<file path="src/rtl/sign_ext_pkg.sv">
// Shared definitions for the immediate sign/zero extender.
// Holds the mode encodings and the default field and datapath widths.
package sign_ext_pkg;

  localparam int DEF_IN_W  = 12;
  localparam int DEF_OUT_W = 16;

  typedef enum logic [1:0] {
    SEXT_FULL = 2'b00,
    ZEXT_FULL = 2'b01,
    SEXT_8    = 2'b10,
    SEXT_6    = 2'b11
  } ext_mode_e;

endpackage

</file>
<file path="src/rtl/sext_core.sv">
// Combinational extension of an immediate field to the datapath width.
// Each output bit selects its source bit, or the field's sign bit, from the mode.
module sext_core
  import sign_ext_pkg::*;
#(
  parameter int IN_W  = DEF_IN_W,
  parameter int OUT_W = DEF_OUT_W
) (
  input  logic [IN_W-1:0]  data_in,
  input  logic [1:0]       mode,
  output logic [OUT_W-1:0] data_ext
);

  // The narrow modes read bits 7 and 5, so the field must be at least 8 wide.
  if (IN_W < 8) begin : g_bad_in_w
    $error("sext_core: IN_W (%0d) must be at least 8", IN_W);
  end

  for (genvar gi = 0; gi < OUT_W; gi++) begin : g_bit
    // Above the field, the source index clamps to the field's top bit.
    localparam int FULL_SRC = (gi < IN_W) ? gi : IN_W - 1;
    localparam int S8_SRC   = (gi < 8)    ? gi : 7;
    localparam int S6_SRC   = (gi < 6)    ? gi : 5;
    localparam bit IN_FIELD = (gi < IN_W);

    logic zext_bit;
    assign zext_bit = IN_FIELD ? data_in[FULL_SRC] : 1'b0;

    always_comb begin
      data_ext[gi] = data_in[FULL_SRC];
      case (mode)
        SEXT_FULL: data_ext[gi] = data_in[FULL_SRC];
        ZEXT_FULL: data_ext[gi] = zext_bit;
        SEXT_8:    data_ext[gi] = data_in[S8_SRC];
        SEXT_6:    data_ext[gi] = data_in[S6_SRC];
        default:   data_ext[gi] = data_in[FULL_SRC];
      endcase
    end
  end

endmodule

</file>
<file path="src/rtl/sign_extender.sv">
// Immediate extender: combinational extension core followed by one register
// stage, so results appear exactly one clock after a valid input.
module sign_extender
  import sign_ext_pkg::*;
#(
  parameter int IN_W  = DEF_IN_W,
  parameter int OUT_W = DEF_OUT_W
) (
  input  logic             clk,
  input  logic             rst_n,
  input  logic [IN_W-1:0]  data_in,
  input  logic             valid_in,
  input  logic [1:0]       mode,
  output logic [OUT_W-1:0] data_out,
  output logic             valid_out
);

  if (OUT_W <= IN_W) begin : g_bad_w
    $error("sign_extender: OUT_W (%0d) must exceed IN_W (%0d)", OUT_W, IN_W);
  end

  logic [OUT_W-1:0] data_next;
  logic [OUT_W-1:0] data_reg;
  logic             valid_reg;

  sext_core #(
    .IN_W  (IN_W),
    .OUT_W (OUT_W)
  ) u_core (
    .data_in  (data_in),
    .mode     (mode),
    .data_ext (data_next)
  );

  // Data only loads on valid cycles so an idle cycle keeps the last result.
  always_ff @(posedge clk or negedge rst_n) begin
    if (!rst_n) begin
      data_reg  <= '0;
      valid_reg <= 1'b0;
    end else begin
      valid_reg <= valid_in;
      if (valid_in) begin
        data_reg <= data_next;
      end
    end
  end

  assign data_out  = data_reg;
  assign valid_out = valid_reg;

endmodule

</file>
<file path="config.mk">
export PLATFORM = sky130hd
export DESIGN_NAME = sign_extender
export DESIGN_NICKNAME = d
export VERILOG_FILES = /design/src/rtl/sign_ext_pkg.sv /design/src/rtl/sext_core.sv /design/src/rtl/sign_extender.sv
export SDC_FILE = /design/constraint.sdc
export NUM_CORES = 1
export LEC_CHECK = 0
export CORE_MARGIN = 5
export CORE_UTILIZATION = 33
export DETAILED_ROUTE_END_ITERATION = 8
export GPL_ROUTABILITY_DRIVEN = 0
export PLACE_DENSITY = 0.74
export SLEW_MARGIN = 10
export SYNTH_ARGS = -nofsm -noshare
export SYNTH_HDL_FRONTEND = slang
export SYNTH_SLANG_ARGS = --single-unit
</file>
<file path="constraint.sdc">
create_clock -name clk -period 0.8 [get_ports clk]
set_clock_uncertainty 0.1 [all_clocks]
set_input_delay 0.12 -clock clk [delete_from_list [all_inputs] [get_ports clk]]
set_output_delay 0.12 -clock clk [all_outputs]
set_load 0.05 [all_outputs]
</file>
== Word level (Yosys, flattened, before mapping) ==
Index checks and enable logic that the tools add are counted.

* Equality and inequality tests: 3
* Reductions and logical operators: 4
* Muxes and demuxes: 13

{| class="wikitable"
|+ Operators by type and width
! cell !! count
|-
| one-hot mux 1 bit (3 select lines) || 4
|-
| 2-to-1 mux 1 bit || 6
|-
| equality test 2 bit, second input constant || 2
|-
| one-hot mux 1 bit (2 select lines) || 2
|-
| one-hot mux 1 bit (4 select lines) || 1
|-
| OR reduction 4 bit || 1
|-
| OR reduction 3 bit || 1
|-
| equality test 2 x 1 -> 1 bit, second input constant || 1
|-
| logical NOT 2 bit || 1
|-
| OR reduction 2 bit || 1
|}

* Logic and storage cells: 22
* Input port bits: 17
* Output and inout port bits: 17
* Bits in registers: 14

== Longest topological paths before layout ==
Gate-level depths: netlist (run 1).

* Depth after elaboration: 3
* Depth in mapped cells: 3
* Gate-level depth less buffers: 2

== Modules after synthesis ==
From an unflattened synthesis (run 1), not the netlist that was laid out.

* Cells, all modules: 61
* Area, all modules: 838.3 sq um

{| class="wikitable"
|+ Modules (own cells, without submodules)
! module !! cells an instance !! sequential area each (sq um) !! instances !! area each (sq um)
|-
| sign_extender || 35 || 425.4 || 1 || 674.4
|-
| sext_core || 26 || 0.0 || 1 || 163.9
|}

== Worst setup path after synthesis (run 1) ==
Ideal clock, no wire load.

* Path kind: register to output
* Start point: register data_out[12] (netlist name)
* End point: output data_out[13]
* Setup slack: -0.361 ns
* Path buffers: 1
* Required time: 0.580 ns
* Arrival time: 0.941 ns
* Stages on the path, launching flop included: 2
* Cells stage by stage: dfrtp_1 > buf_4

{| class="wikitable"
|+ RTL lines
! element !! RTL line !! source
|-
| to (decl) || sign_extender.sv:14 || <nowiki>output logic [OUT_W-1:0] data_out,</nowiki>
|}

==> impl_metrics.env, run 1 <==
export IMPL_slowest_stage="dfrtp_2"
export IMPL_critPathBufInv=1
export IMPL_finalMaxSlewViolations=0
export IMPL_yosys_area_top_type_share=0.563
export IMPL_synth_common_cells="dfrtp_1, mux2_2"
export IMPL_seq_area_frac_synth=0.563
export IMPL_yosys_cell_types_count=15
export IMPL_synth_top_family_by_area="simple AND/OR/NAND/NOR gates"
export IMPL_worst_slew_margin_rel=0.839
export IMPL_cts_htree_levels=1
export IMPL_synth_edf_count=0
export IMPL_start_kind="flop"
export IMPL_syn_area_um2=622
export IMPL_cts_buffer_depth=2
export IMPL_synthSimpleGateAreaFrac=0.139
export IMPL_syn_inst=50
export IMPL_synthFlopType="dfrtp_1"
export IMPL_reg2reg_depth=2
export IMPL_core_mm2=0.00176
export IMPL_grt_pass1_vias=485
export IMPL_hold_path_class="in2async"
export IMPL_yosysWarnings=0
export IMPL_reg2reg_from="data_out[0]"
export IMPL_drt_antenna_violating_nets=0
export IMPL_cellLeakagePower_nw=0.545
export IMPL_vias=536
export IMPL_crit_path_max_incr_delay_ns=0.50
export IMPL_tns_ns=-6.01
export IMPL_antenna_found_initial=0
export IMPL_drive_gt1_frac=0.659
export IMPL_synth_compound_gate_area_share=0.0926
export IMPL_pin_count=34
export IMPL_dpl_hpwl_um=1340
export IMPL_root_buffer="clkbuf_4"
export IMPL_drt_pass1_iter_count=2
export IMPL_syn_nets=67
export IMPL_async_reset_ff_frac=1.00
export IMPL_synth_area_leader_cell="dfrtp_1"
export IMPL_layout_min_cycle_time_ns=1.17
export IMPL_start_util=0.352
export IMPL_peakVddDrop_mv=1.27
export IMPL_reg2reg_to="data_out[0]"
export IMPL_syn_area_per_cell_um2=12.4
export IMPL_worst_slew_pin_slew_ns=0.241
export IMPL_finalHoldViolations=0
export IMPL_yosysMostFrequentCell="dfrtp_1"
export IMPL_cp_data_arrival_time_ns=0.95
export IMPL_power_density_mw_per_mm2=1860
export IMPL_fin_nets=109
export IMPL_met1Wirelength_um=655
export IMPL_chipHeight_um=53.4
export IMPL_grt_ovfl_total=0
export IMPL_cts_clk_slew_worst_paths_ns=0.09
export IMPL_layout_setup_ws_ns=-0.375
export IMPL_status="finished, violations left"
export IMPL_clock_sinks=14
export IMPL_die_area_mm2=0.00285
export IMPL_max_freq_mhz=851
export IMPL_cp_top_family="flip-flops"
export IMPL_grt_pass1_wl_um=2510
export IMPL_routedWlPerCell_um=14.5
export IMPL_r2r_setup_slack_ns=-0.22
export IMPL_worstSetupPathType="reg2out"
export IMPL_period_share=1.47
export IMPL_topRoutingLayerUsed="met4"
export IMPL_clock_latency_ns=0.27
export IMPL_worstPathMaxFanout=5
export IMPL_cts_tree="built"
export IMPL_synth_seq_cells=14
export IMPL_cts_hold_buffers=0
export IMPL_fp_dieW_um=53.4
export IMPL_rsz0062_at_grt="true"
export IMPL_wl_um=1680
export IMPL_fin_util=0.742
export IMPL_end_kind="primary output"
export IMPL_avgViaCountPerCell=4.62
export IMPL_wl_met3_um=87
export IMPL_yosys_area_share_adder=0
export IMPL_finalSetupViolations=26
export IMPL_synth_area_leaders="dfrtp_1, mux2_2, o221ai_1, buf_4, nand3b_1"
export IMPL_drc=0
export IMPL_area_delta_synth_final_pct=110
export IMPL_cap_violations=0
export IMPL_cts_buffers=3
export IMPL_grt_max_degree=15
export IMPL_port_buffers=33
export IMPL_synth_xor_area_frac=0
export IMPL_required_ns=0.58
export IMPL_drt_iter0_markers=1
export IMPL_n_antenna_cell=0
export IMPL_grt_use_total=0.123
export IMPL_violations="setup timing"
export IMPL_crit_chain="buf_12"
export IMPL_dr_wl_met2_um=926
export IMPL_rows=15
export IMPL_synthMuxAreaShare=0.125
==> state kept, by name, summed over array words and instances, names as in the netlist <==
signal and cells:
data_out 13, valid_out 1
==> stage by stage <==
stage	std cells	power (mW)	cell area, um2	hold WS, ns	setup WS (ns)
5_1_grt	116	2.52	1310	0.0804	-0.397
3_5_place_dp	108	1.89	1200	0.362	-0.559
2_1_floorplan	50	1.31	639	-0.276	-0.202
3_3_place_gp	108	1.87	1200	0.364	-0.535
6_report	116	2.43	1310	0.0624	-0.375
4_1_cts	113	2.42	1260	0.0609	-0.380
==> metal layers <==
metal / vias to the layer above / global-route usage
li1: 261 / -
met1: 256 / 0.155
met2: 17 / 0.212
met3: 2 / 0.0197
met4: 0 / 0.0383
met5: - / 0
==> layout by cell type (no fill, tap or decap) <==
master and count:
o221ai_2 4, mux2i_1 1, buf_12 20, clkbuf_2 1, nand4_1 1, and2_1 1, buf_6 3, dlygate4sd2_1 3
mux2_4 1, nand3b_1 4, dfrtp_2 14, nand2_1 2, mux2_2 5, nand4bb_1 1, o211ai_1 3, inv_2 4
nand2_2 1, clkdlybuf4s15_1 1, buf_4 3, clkbuf_4 3, clkdlybuf4s50_1 11, nand2b_1 3, clkbuf_8 1
==> cell type report <==
cell class                 instances  area [um2]
clock buffer                       4        36.3
fill                             118         455
multi-input combinational         27         250
inverter                           4        15.0
tap                               25        31.3
timing repair buffer              42         608
sequential                        14         368
==> worst max path at each step <==
stage                             from  cells past startpoint           end  slack [ns]
after floorplan            data_out[0]                      1   data_out[0]       -0.20
final                     data_out[12]                      1  data_out[14]       -0.37
after detailed placement      valid_in                      4  data_out[11]       -0.56
after CTS                 data_out[12]                      1  data_out[14]       -0.38
after global placement        valid_in                      3   data_out[2]       -0.54
after global routing      data_out[12]                      1  data_out[14]       -0.40
==> cell families (layout without fill, tap and decap cells) <==
| kind of cell | count (synthesis) | in the layout |
|---|---|---|
| buffers and inverters | 9 | 50 |
| muxes | 7 | 7 |
| and+or+nand+nor | 13 | 13 |
| AOI/OAI and AO/OA | 7 | 7 |
| DFF | 14 | 14 |
==> what timing repair did <==
item,CTS,global route
gates resized for setup,13,7
setup endpoints to repair,30,30
buffers inserted,1,3
==> power breakdown <==
group / total, mW / internal [mW] / switching [mW]
registers: 0.896 / 0.796 / 0.101
clock network: 0.502 / 0.276 / 0.226
logic: 1.03 / 0.547 / 0.487
No activity file was read; power rests on OpenSTA's default activity.
==> run 2, diff against run 1 <==
--- a/config.mk
+++ b/config.mk
@@ -9,6 +9,7 @@
 export CORE_UTILIZATION = 33
 export DETAILED_ROUTE_END_ITERATION = 8
 export GPL_ROUTABILITY_DRIVEN = 0
+export GPL_TIMING_DRIVEN = 0
 export PLACE_DENSITY = 0.74
 export SLEW_MARGIN = 10
 export SYNTH_ARGS = -nofsm -noshare
==> impl_metrics.env, run 2 (synthesis results as in run 1) <==
export IMPL_n_antenna_cell=0
export IMPL_reg2reg_to="data_out[1]"
export IMPL_drt_antenna_violating_nets=0
export IMPL_hold_path_class="in2async"
export IMPL_port_buffers=33
export IMPL_cts_buffers=3
export IMPL_clkPwrFrac=0.225
export IMPL_grt_ovfl_total=0
export IMPL_grt_pass1_vias=502
export IMPL_antenna_found_initial=0
export IMPL_end_kind="primary output"
export IMPL_period_share=1.52
export IMPL_root_buffer="clkbuf_4"
export IMPL_r2r_setup_slack_ns=-0.08
export IMPL_required_ns=0.58
export IMPL_status="finished, violations left"
export IMPL_cellLeakagePower_nw=0.487
export IMPL_cts_clk_slew_worst_paths_ns=0.08
export IMPL_design_area_mm2=0.00115
export IMPL_max_freq_mhz=820
export IMPL_finalMaxSlewViolations=0
export IMPL_worst_slew_pin_slew_ns=0.608
export IMPL_start_kind="flop"
export IMPL_cts_buffer_depth=2
export IMPL_area_delta_synth_final_pct=85.7
export IMPL_clock_latency_ns=0.28
export IMPL_fill_cells=160
export IMPL_pre_cts_ws_ns=-0.733
export IMPL_post_place_cells=108
export IMPL_wl_um=1560
export IMPL_hold_ws_ns=-0.152
export IMPL_core_mm2=0.00176
export IMPL_worstPathMaxFanout=5
export IMPL_drc=0
export IMPL_die_area_mm2=0.00285
export IMPL_cap_violations=0
export IMPL_tns_ns=-5.80
export IMPL_vias=545
export IMPL_reg2reg_from="data_out[1]"
export IMPL_layout_commonest_cell="buf_6"
export IMPL_clock_sinks=14
export IMPL_violations="hold timing, setup timing"
export IMPL_p_switching_uw=791
export IMPL_layout_common_cells="buf_6, dfrtp_2, clkdlybuf4s50_1, mux2_2"
export IMPL_avgViaCountPerCell=4.74
export IMPL_dpl_hpwl_um=1130
export IMPL_finalHoldViolations=14
export IMPL_fp_dieW_um=53.4
export IMPL_power_mw=2.25
export IMPL_fin_nets=108
export IMPL_grt_pass1_wl_um=2380
export IMPL_finalSetupViolations=26
export IMPL_seq_power_share=0.381
export IMPL_swShare=0.351
export IMPL_cp_data_arrival_time_ns=1.00
export IMPL_power_density_mw_per_mm2=1950
export IMPL_start_util=0.352
export IMPL_routedWlPerCell_um=13.5
export IMPL_finalNonFillerCells=115
export IMPL_rsz0062_at_grt="true"
export IMPL_chipHeight_um=53.4
export IMPL_layout_min_cycle_time_ns=1.22
export IMPL_fin_util=0.655
export IMPL_p_int_mw=1.46
export IMPL_cts_htree_levels=1
export IMPL_pin_count=34
export IMPL_drive_gt1_frac=0.689
export IMPL_rows=15
export IMPL_cts_tree="built"
export IMPL_place_area_mm2=0.00100
export IMPL_peakVddDrop_mv=1.27
export IMPL_combPwrFrac=0.394
export IMPL_grt_use_total=0.117
export IMPL_worst_slew_margin_rel=0.595
export IMPL_cp_endpoint="data_out[13]"
export IMPL_grt_max_degree=15
export IMPL_reg2reg_depth=1
export IMPL_layout_setup_ws_ns=-0.419
export IMPL_crit_start="data_out[12]"
export IMPL_worstSetupPathType="reg2out"
export IMPL_largest_reg_flops=13
export IMPL_drt_pass1_iter_count=1
export IMPL_drt_iter0_markers=0
-- run 2: cell types whose count changed in the layout (fill, tap and decap cells not counted), moves of 3 or more --
cell / delta
buf_12: -20
buf_6: +16
buf_4: -3
buf_8: +3
-- run 2: power groups by stage --
stage	Sequential (mW)	Combinational, mW	Clock, mW
2_1_floorplan	1.12	0.199	0
3_3_place_gp	0.845	0.770	0
3_5_place_dp	0.846	0.778	0
4_1_cts	0.851	0.836	0.524
5_1_grt	0.866	0.927	0.566
6_report	0.857	0.887	0.507
-- run 2: routing by layer --
layer | routed length [um] | global-route usage | share of wire | vias up
met2 | 832 | 0.167 | 0.53 | 19
met5 | 0 | 0 | 0 | -
met1 | 591 | 0.152 | 0.38 | 264
li1 | - | - | - | 258
met4 | 34 | 0.0894 | 0.022 | 0
met3 | 98 | 0.0225 | 0.063 | 4
-- run 2: layout make-up --
type	instances	area [um2]	area share
Buffer	5	50.0	0.0433
Clock buffer	4	36.3	0.0314
Inverter	4	15.0	0.0130
Multi-Input combinational cell	27	274	0.237
Sequential cell	14	368	0.319
Tap cell	25	31.3	0.0271
Timing Repair Buffer	36	380	0.329
-- run 2: worst min path at each step --
stage	cells after the start	slack (ns)	from	end
final	1	-0.15	rst_n	data_out[6]
after global routing	1	-0.10	rst_n	data_out[6]
after CTS	1	-0.13	rst_n	data_out[6]
after detailed placement	2	0.40	data_out[6]	data_out[6]
after global placement	1	0.40	data_out[4]	data_out[4]
after floorplan	0	-0.28	rst_n	data_out[0]
-- run 2: critical path, cell delays in order (launching register included) --
cell	delay (ns)
dfrtp_2	0.45
buf_6	0.13
buf_8	0.14
-- run 2: what timing repair did --
action	4_1_cts	5_1_grt
setup endpoints to repair	44	30
resized for setup	136	12
hold endpoints to repair	14	15
buffers inserted	0	2
